## src/rtl/music_pkg.sv

```systemverilog
// Shared types and constants for the note sequencer: FSM state encoding,
// note address width and the address of the first stored note.
package music_pkg;

  localparam int NOTE_ADDR_W = 4;
  localparam int TICK_W      = 8;

  // Address 0 is never written; stored notes live at 1..MAX_NOTES.
  localparam logic [NOTE_ADDR_W-1:0] FIRST_NOTE_ADDR = 4'd1;

  typedef enum logic [3:0] {
    IDLE      = 4'd0,
    REC_PULSE = 4'd1,
    REC_GAP   = 4'd2,
    PLAY_LOAD = 4'd3,
    PLAY_WAIT = 4'd4,
    PLAY_SHOW = 4'd5,
    PLAY_HOLD = 4'd6,
    PLAY_GAP  = 4'd7,
    ERASE     = 4'd8
  } seq_state_t;

  function automatic logic is_play_state(input seq_state_t s);
    return s inside {PLAY_LOAD, PLAY_WAIT, PLAY_SHOW, PLAY_HOLD, PLAY_GAP};
  endfunction

endpackage

```

## src/rtl/tick_counter.sv

```systemverilog
// Loadable down-counter; done flags the enabled cycle that consumes the last count.
// A load always wins over a decrement so a state entry restarts the count cleanly.
module tick_counter
  import music_pkg::*;
#(
  parameter int W = TICK_W
) (
  input  logic         clk,
  input  logic         reset,
  input  logic         load,
  input  logic [W-1:0] load_val,
  input  logic         cnt_en,
  output logic         done
);

  logic [W-1:0] cnt_q;
  logic [W-1:0] cnt_d;

  always_comb begin
    cnt_d = cnt_q;
    if (load) begin
      cnt_d = load_val;
    end else if (cnt_en && (cnt_q != '0)) begin
      cnt_d = cnt_q - 1'b1;
    end
  end

  always_ff @(posedge clk) begin
    if (reset) begin
      cnt_q <= '0;
    end else begin
      cnt_q <= cnt_d;
    end
  end

  assign done = cnt_en && (cnt_q <= W'(1));

endmodule

```

## src/rtl/note_sequencer_ctrl.sv

```systemverilog
// Record/playback sequencer for the 16-entry note memory.
// Define LOOP_PLAY_EN to restart playback from the first note at end-of-list.
module note_sequencer_ctrl
  import music_pkg::*;
#(
  parameter int NOTE_TICKS = 4,
  parameter int GAP_TICKS  = 1,
  parameter int READ_LAT   = 2,
  parameter int MAX_NOTES  = 15
) (
  input  logic                   clk,
  input  logic                   reset,
  input  logic                   rec_key,
  input  logic                   play_req,
  input  logic                   stop_req,
  input  logic                   erase_req,
  input  logic                   tick,
  output logic                   ld_note,
  output logic                   ld_play,
  output logic [NOTE_ADDR_W-1:0] note_counter,
  output logic                   display_note,
  output logic                   clear,
  output logic                   audio_en,
  output logic                   playing,
  output logic [NOTE_ADDR_W-1:0] rec_count
);

  localparam logic [NOTE_ADDR_W-1:0] MAX_C = NOTE_ADDR_W'(MAX_NOTES);

  seq_state_t             state_q, state_d;
  logic [NOTE_ADDR_W-1:0] nc_q, nc_d;
  logic [NOTE_ADDR_W-1:0] rc_q, rc_d;
  logic                   ld_note_q, ld_note_d;
  logic                   ld_play_q, ld_play_d;
  logic                   disp_q, disp_d;
  logic                   clear_q, clear_d;
  logic                   audio_q, audio_d;
  logic                   playing_q, playing_d;
  logic                   step_next;

  logic              tc_load;
  logic [TICK_W-1:0] tc_load_val;
  logic              tc_en;
  logic              tc_done;

  // PLAY_WAIT counts clk cycles; HOLD and GAP count tempo ticks.
  assign tc_en   = (state_q == PLAY_WAIT) ? 1'b1 : tick;
  assign tc_load = (state_d != state_q);

  always_comb begin
    case (state_d)
      PLAY_WAIT: tc_load_val = TICK_W'(READ_LAT);
      PLAY_HOLD: tc_load_val = TICK_W'(NOTE_TICKS);
      PLAY_GAP:  tc_load_val = TICK_W'(GAP_TICKS);
      default:   tc_load_val = '0;
    endcase
  end

  tick_counter #(.W(TICK_W)) u_tick_counter (
    .clk      (clk),
    .reset    (reset),
    .load     (tc_load),
    .load_val (tc_load_val),
    .cnt_en   (tc_en),
    .done     (tc_done)
  );

  always_comb begin
    state_d   = state_q;
    nc_d      = nc_q;
    rc_d      = rc_q;
    clear_d   = 1'b0;
    step_next = 1'b0;

    case (state_q)
      IDLE: begin
        if (erase_req) begin
          state_d = ERASE;
        end else if (play_req && (rc_q != '0)) begin
          state_d = PLAY_LOAD;
          nc_d    = FIRST_NOTE_ADDR;
        end else if (rec_key && (rc_q < MAX_C)) begin
          state_d = REC_PULSE;
        end
      end
      REC_PULSE: begin
        state_d = REC_GAP;
        rc_d    = rc_q + 1'b1;
      end
      REC_GAP:   state_d = IDLE;
      PLAY_LOAD: state_d = (READ_LAT == 0) ? PLAY_SHOW : PLAY_WAIT;
      PLAY_WAIT: if (tc_done) state_d = PLAY_SHOW;
      PLAY_SHOW: state_d = PLAY_HOLD;
      PLAY_HOLD: begin
        if (tc_done) begin
          if (GAP_TICKS == 0) step_next = 1'b1;
          else                state_d   = PLAY_GAP;
        end
      end
      PLAY_GAP: if (tc_done) step_next = 1'b1;
      ERASE: begin
        rc_d    = '0;
        state_d = IDLE;
      end
      default: state_d = IDLE;
    endcase

    if (step_next) begin
      if (nc_q < rc_q) begin
        nc_d    = nc_q + 1'b1;
        state_d = PLAY_LOAD;
      end else begin
`ifdef LOOP_PLAY_EN
        nc_d    = FIRST_NOTE_ADDR;
        state_d = PLAY_LOAD;
`else
        state_d = IDLE;
        clear_d = 1'b1;
`endif
      end
    end

    // Stop overrides everything else, including the end-of-list step.
    if (stop_req && is_play_state(state_q)) begin
      state_d = IDLE;
      nc_d    = nc_q;
      clear_d = 1'b1;
    end

    if (state_d == ERASE) clear_d = 1'b1;

    ld_note_d = (state_d == REC_PULSE);
    ld_play_d = (state_d == PLAY_LOAD);
    disp_d    = (state_d == PLAY_SHOW);
    audio_d   = (state_d == PLAY_HOLD);
    playing_d = is_play_state(state_d);
  end

  always_ff @(posedge clk) begin
    if (reset) begin
      state_q   <= IDLE;
      nc_q      <= '0;
      rc_q      <= '0;
      ld_note_q <= 1'b0;
      ld_play_q <= 1'b0;
      disp_q    <= 1'b0;
      clear_q   <= 1'b0;
      audio_q   <= 1'b0;
      playing_q <= 1'b0;
    end else begin
      state_q   <= state_d;
      nc_q      <= nc_d;
      rc_q      <= rc_d;
      ld_note_q <= ld_note_d;
      ld_play_q <= ld_play_d;
      disp_q    <= disp_d;
      clear_q   <= clear_d;
      audio_q   <= audio_d;
      playing_q <= playing_d;
    end
  end

  assign ld_note      = ld_note_q;
  assign ld_play      = ld_play_q;
  assign note_counter = nc_q;
  assign display_note = disp_q;
  assign clear        = clear_q;
  assign audio_en     = audio_q;
  assign playing      = playing_q;
  assign rec_count    = rc_q;

endmodule

```

## config.mk

```make
export PLATFORM = sky130hd
export DESIGN_NAME = note_sequencer_ctrl
export DESIGN_NICKNAME = d
export VERILOG_FILES = /design/src/rtl/music_pkg.sv /design/src/rtl/tick_counter.sv /design/src/rtl/note_sequencer_ctrl.sv
export SDC_FILE = /design/constraint.sdc
export NUM_CORES = 1
export LEC_CHECK = 0
export ABC_AREA = 1
export CAP_MARGIN = 5
export CELL_PAD_IN_SITES_DETAIL_PLACEMENT = 0
export CELL_PAD_IN_SITES_GLOBAL_PLACEMENT = 1
export CORE_MARGIN = 2
export CORE_UTILIZATION = 42
export DETAILED_ROUTE_END_ITERATION = 16
export PLACE_DENSITY_LB_ADDON = 0.1
export SYNTH_ARGS = -nofsm -noshare
export SYNTH_HDL_FRONTEND = slang
export SYNTH_SLANG_ARGS = --single-unit
```

## constraint.sdc

```tcl
create_clock -name clk -period 5 [get_ports clk]
set_clock_uncertainty 0.05 [all_clocks]
set_input_delay 1.5 -clock clk [delete_from_list [all_inputs] [get_ports clk]]
set_output_delay 1.5 -clock clk [all_outputs]
set_load 0.005 [all_outputs]
```

==> out/metrics.cfg, run 1 <==
[clock_network]
clkTransAtPathRegs_ns = 0.09
htree_levels = 1
clock_sinks = 26
cts_setup_buffers = 0
cts_buffer_depth = 2
insertion_delay_ns = 0.28
tritoncts = built
cts_resized = 0
cts_buffers = 3
hold_buffers = 0
cts_root_buffer = clkbuf_8

[global_route]
gr-usage-met3 = 0.02534
met1_usage = 0.2471
use_met2 = 0.3025
grt_max_degree = 17
antenna_found_initial = 0
grt_overflow = 0
grt_pass1_wl_mm = 6.306
grt_usage = 0.1858
grt.busiest_layer = met2
grt_pass1_vias = 1401

[final_layout]
drive_gt1_frac = 0.1394
antennaDiodeCount = 0
utilization = 0.5283
fillCellCount = 369
layout.nets = 267
mostFrequentLayoutCell = nand2_1
final_cell_mix = nand2_1 (49), inv_1 (30), dfxtp_1 (26)
areaGrowthSynthToFinish_pct = 19.77

[drt]
totalWireLength_mm = 3.588
ant_nets = 0
viasPerCell = 4.860
dr.pass1.iters = 4
drc_errors = 0
initialDrtViolationCount = 78
wl_per_cell_um = 12.00
vias = 1453

[sta]
slew_headroom = 0.5634
fmax_mhz = 331.2
rsz0062_at_grt = no
worst_slew_pin_slew_ns = 0.6528
setup_viol = 0
maxSlewViolCount = 0
min_period_ns = 3.019
hold_viol = 0
post-route-period-util = 0.6039
setup_tns_ns = 0

[floorplan]
dieArea_sq_mm = 0.004418
start_util = 0.4411
die_w_um = 66.47
fp.dieH_um = 66.47
row_count = 22
io_pins = 21
coreArea_sq_mm = 0.003716

[place]
place.gp.congestion = 0.8171
dp_hpwl_mm = 2.777
port_buffers = 20

[critical_path]
cp.required_ns = 5.15
critical_path.startpoint_type = primary input
cp.buffers_inverters = 2
crit_path_start = tick
critical-path-top-delay-family = simple AND/OR/NAND/NOR gates
path_cells = clkdlybuf4s50_1, inv_1, nand2_2, nand2_2, nor2_2, nand2_2, nand4_1, nand2_2, nor2_8, nand2_4, nor2_4, nand2_1, a21oi_1
crit_path_end_kind = flop
worst-path-stages = 13
r2r_end = u_tick_counter.cnt_q[6]$_SDFFE_PP0P_
arrival_ns = 3.17
criticalPathCategory = in -> reg
cp_common_cell = nand2_2
r2r.worst_path.cells = 16
rrSetupSlack_ns = 2.80
crit-reg2reg-launch = u_tick_counter.cnt_q[1]$_SDFFE_PP0P_
cp_slowest_cell = clkdlybuf4s50_1
critical_path.endpoint = u_tick_counter.cnt_q[6]$_SDFFE_PP0P_
slowest_delay_ns = 0.45
cp_max_fo = 10

[yosys]
synth_cell_types = 25
ys_seq_area_frac = 0.3176
yosysWarnings = 0
synth_seq_cells = 26
syn-cell-area_sq_mm = 0.001639
syn_nets = 244
syn_inst = 229
postSynthAreaPerCell_sq_um = 7.158

[hold_path]
hp-class = reg -> reg

[power_and_ir_drop]
leakagePower_nw = 0.8903
vdd_drop_max_mv = 0.09761
p_per_area_mw_per_mm2 = 295.9

[run_status]
status = finished, final reports clean

[run]
max-cap-violations = 0

==> final cells by class <==
class                           instances  area [sq um]  area share
Multi-Input combinational cell        169         991.0      0.5048
Sequential cell                        26         520.5      0.2651
Timing Repair Buffer                   20         200.2      0.1020
Inverter                               32         120.1     0.06119
Tap cell                               48         60.06     0.03059
Clock buffer                            3         41.29     0.02103
Clock inverter                          1         30.03     0.01530
==> routing by layer <==
layer / part of all wire / wire length [um]
met1: 0.49 / 1766
met2: 0.46 / 1648
met3: 0.037 / 131
met4: 0.012 / 43
met5: 0 / 0
==> cell usage after synthesis <==
library cell / n / area, sq um
nand2_1: 49 / 183.9
inv_1: 30 / 112.6
dfxtp_1: 26 / 520.5
nor2_1: 21 / 78.83
a21oi_1: 14 / 70.07
nand3_1: 14 / 70.07
nand4_1: 10 / 62.56
nand2_2: 9 / 56.30
ha_1: 8 / 100.1
nor3_1: 8 / 40.04
nand2_4: 6 / 67.56
xor2_1: 6 / 52.55
nor2_2: 5 / 31.28
o21ai_0: 4 / 20.02
nand3_2: 3 / 30.03
xnor2_1: 3 / 26.28
a21oi_2: 2 / 17.52
clkbuf_1: 2 / 7.510
inv_2: 2 / 7.510
nor2_4: 2 / 22.52
a211oi_1: 1 / 7.510
nand3b_4: 1 / 20.02
nor2_8: 1 / 20.02
nor3b_1: 1 / 7.510
nor4_1: 1 / 6.260
==> metrics by stage <==
stage          hold WS [ns]  power [mW]  area (sq um)  instances  setup WS [ns]
2_1_floorplan        0.4226      0.3683          1639        229          2.385
3_3_place_gp         0.4422      0.4075          1892        295          1.704
3_5_place_dp         0.4433      0.4063          1892        295          1.704
4_1_cts              0.4602      0.5876          1963        299          1.998
5_1_grt              0.4731      0.6197          1963        299          1.820
6_report             0.4566      0.5810          1963        299          1.981
==> registers in the layout, summed over array words and instances (netlist names) <==
| register | flops |
|---|---|
| clear | 1 |
| u_tick_counter.cnt_q | 8 |
| rec_count | 4 |
| note_counter | 4 |
| playing | 1 |
| ld_play | 1 |
| ld_note | 1 |
| state_q | 4 |
| display_note | 1 |
| audio_en | 1 |
==> kinds of logic after synthesis <==
logic type | Yosys count | share of synthesized area
XOR/XNOR | 9 | 0.04809
AO/OA/AOI/OAI | 21 | 0.07023
adder cells (fa/ha/maj) | 8 | 0.06107
AND/OR/NAND/NOR | 131 | 0.4252
flip-flops | 26 | 0.3176
buffers and inverters | 34 | 0.07787
==> worst min-delay path by stage <==
stage	from	end	slack, ns	depth (start not counted)
finish	u_tick_counter.cnt_q[7]$_SDFFE_PP0P_	u_tick_counter.cnt_q[7]$_SDFFE_PP0P_	0.46	2
global route	u_tick_counter.cnt_q[7]$_SDFFE_PP0P_	u_tick_counter.cnt_q[7]$_SDFFE_PP0P_	0.47	2
CTS	u_tick_counter.cnt_q[7]$_SDFFE_PP0P_	u_tick_counter.cnt_q[7]$_SDFFE_PP0P_	0.46	2
detailed placement	u_tick_counter.cnt_q[7]$_SDFFE_PP0P_	u_tick_counter.cnt_q[7]$_SDFFE_PP0P_	0.44	2
global placement	u_tick_counter.cnt_q[7]$_SDFFE_PP0P_	u_tick_counter.cnt_q[7]$_SDFFE_PP0P_	0.44	2
floorplan	u_tick_counter.cnt_q[7]$_SDFFE_PP0P_	u_tick_counter.cnt_q[7]$_SDFFE_PP0P_	0.42	2
==> where the power goes <==
group	switching (mW)	total (mW)	internal, mW
Combinational	0.107	0.171	0.0647
Sequential	0.0125	0.231	0.218
Clock	0.0718	0.179	0.107
Total	0.191	0.581	0.390
==> worst register-to-register path, delay by kind of cell (launching register included) <==
family / cells / cell delay (ns)
and+or+nand+nor: 12 / 1.23
DFF: 1 / 0.34
adders and majority gates: 1 / 0.26
buffers and inverters: 2 / 0.14
AOI/OAI and AO/OA: 1 / 0.11
Power figures use the tool's default switching activity.
==> run 2, diff against run 1 <==
- CORE_UTILIZATION: 42 -> 39
- clock period: 5 -> 2.95 ns (I/O delays scaled with it)
==> out/metrics.cfg, run 2 (same netlist as run 1, synthesis figures left out) <==
[clock_network]
clkTransAtPathRegs_ns = 0.09
insertion_delay_ns = 0.28
cts_buffers = 3
clock_sinks = 26
htree_levels = 1
cts_setup_buffers = 0
tritoncts = built
cts_resized = 0
hold_buffers = 0
cts_root_buffer = clkbuf_8
cts_buffer_depth = 2

[critical_path]
crit-reg2reg-launch = u_tick_counter.cnt_q[1]$_SDFFE_PP0P_
slowest_delay_ns = 0.46
cp_max_fo = 10
crit_path_end_kind = flop
criticalPathCategory = in -> reg
critical-path-top-delay-family = simple AND/OR/NAND/NOR gates
cp.required_ns = 3.11
path_cells = clkdlybuf4s50_1, inv_1, nand2_2, nand2_2, nor2_2, nand2_2, nand4_1, nand2_2, nor2_8, nand2_4, nor2_4, nand2_1, a21oi_2
worst-path-stages = 13
cp.buffers_inverters = 2
arrival_ns = 2.56
cp_slowest_cell = clkdlybuf4s50_1
critical_path.startpoint_type = primary input
r2r.worst_path.cells = 16
rrSetupSlack_ns = 0.78
cp_common_cell = nand2_2
crit_path_start = tick
r2r_end = u_tick_counter.cnt_q[7]$_SDFFE_PP0P_
critical_path.endpoint = u_tick_counter.cnt_q[7]$_SDFFE_PP0P_

[sta]
worst_slew_pin_slew_ns = 0.5303
min_period_ns = 2.395
holdWs_ns = 0.4546
setup_tns_ns = 0
maxSlewViolCount = 0
rsz0062_at_grt = no
setup_viol = 0
post-route-period-util = 0.8118
hold_viol = 0
slew_headroom = 0.6427
layout_setup_ws_ns = 0.5551
fmax_mhz = 417.6

[final_layout]
final_cell_mix = nand2_1 (49), inv_1 (30), dfxtp_1 (26)
largest_register_ffs = 8
mostFrequentLayoutCell = nand2_1
stdcell_count = 303
regMostFlops = u_tick_counter.cnt_q
layout.nets = 269
drive_gt1_frac = 0.1462
antennaDiodeCount = 0
areaGrowthSynthToFinish_pct = 20.84
utilization = 0.4916
fillCellCount = 412
final_cell_area_sq_mm = 0.001981

[floorplan]
dieArea_sq_mm = 0.004738
coreArea_sq_mm = 0.004029
io_pins = 21
fp.dieH_um = 68.83
start_util = 0.4068
die_w_um = 68.83
row_count = 23

[global_route]
grt_usage = 0.1802
grt_pass1_wl_mm = 6.292
grt_pass1_vias = 1359
grt_overflow = 0
antenna_found_initial = 0
grt_max_degree = 16

[place]
pre_cts_ws_ns = 0.2697
port_buffers = 20
dp_hpwl_mm = 2.922
place.gp.congestion = 0.8210
dp.cells = 299
placed_cell_area_sq_mm = 0.001909

[run]
max-cap-violations = 0

[drt]
dr.pass1.iters = 4
initialDrtViolationCount = 35
viasPerCell = 4.805
wl_per_cell_um = 12.36
drc_errors = 0
totalWireLength_mm = 3.745
vias = 1456
ant_nets = 0

[power_and_ir_drop]
vdd_drop_max_mv = 0.2013
p_sw_mw = 0.3244
leakagePower_nw = 0.8992
p_int_mw = 0.6622
p_per_area_mw_per_mm2 = 498.1
power_frac_seq = 0.398
netSwitchingFraction = 0.3288
clkPwrFrac = 0.312
total_power_mw = 0.9866
combinationalPowerShare = 0.290

[hold_path]
hp-class = reg -> reg

[run_status]
status = finished, final reports clean

[run 2: cell types whose count changed in the layout (fill, tap and decap cells not counted), sizes merged]
cell  before  now
buf        0    2
[run 2: how the worst min path moves through the flow]
stage	startpoint	slack [ns]	depth (start not counted)	to
global placement	u_tick_counter.cnt_q[7]$_SDFFE_PP0P_	0.44	2	u_tick_counter.cnt_q[7]$_SDFFE_PP0P_
floorplan	u_tick_counter.cnt_q[7]$_SDFFE_PP0P_	0.42	2	u_tick_counter.cnt_q[7]$_SDFFE_PP0P_
detailed placement	u_tick_counter.cnt_q[7]$_SDFFE_PP0P_	0.44	2	u_tick_counter.cnt_q[7]$_SDFFE_PP0P_
global route	u_tick_counter.cnt_q[7]$_SDFFE_PP0P_	0.48	2	u_tick_counter.cnt_q[7]$_SDFFE_PP0P_
finish	u_tick_counter.cnt_q[7]$_SDFFE_PP0P_	0.45	2	u_tick_counter.cnt_q[7]$_SDFFE_PP0P_
CTS	u_tick_counter.cnt_q[7]$_SDFFE_PP0P_	0.45	2	u_tick_counter.cnt_q[7]$_SDFFE_PP0P_
[run 2: metal layers]
| layer | global-route usage | part of all wire | wire (um) | up-vias |
|---|---|---|---|---|
| met3 | 0.01948 | 0.034 | 126 | 4 |
| met4 | 0.05882 | 0.011 | 40 | 0 |
| li1 | - | - | - | 787 |
| met5 | 0 | 0 | 0 | - |
| met2 | 0.3293 | 0.50 | 1863 | 18 |
| met1 | 0.2189 | 0.46 | 1714 | 647 |
[run 2: cell type report]
class,count,area (sq um),area share
multi-input combinational,169,991.0,0.5003
timing repair buffer,22,215.2,0.1087
sequential,26,520.5,0.2628
clock buffer,3,41.29,0.02085
tap,50,62.56,0.03159
clock inverter,1,30.03,0.01516
inverter,32,120.1,0.06064
[run 2: worst reg2reg max path: stages (launching register included)]
cell,delay [ns]
dfxtp_1,0.35
inv_1,0.08
ha_1,0.25
inv_1,0.06
nand2_1,0.05
nand2_1,0.07
nor2_4,0.13
nand2_2,0.07
nor2_2,0.15
nand2_2,0.09
nand4_1,0.10
nand2_2,0.10
nor2_8,0.16
nand2_4,0.08
nor2_4,0.12
nand2_1,0.08
a21oi_2,0.11
[run 2: power groups by stage]
stage          clock (mW)  sequential (mW)  combinational (mW)
2_1_floorplan           0            0.395               0.229
3_3_place_gp            0            0.401               0.291
3_5_place_dp            0            0.401               0.287
4_1_cts             0.316            0.393               0.290
5_1_grt             0.324            0.396               0.327
6_report            0.308            0.393               0.286
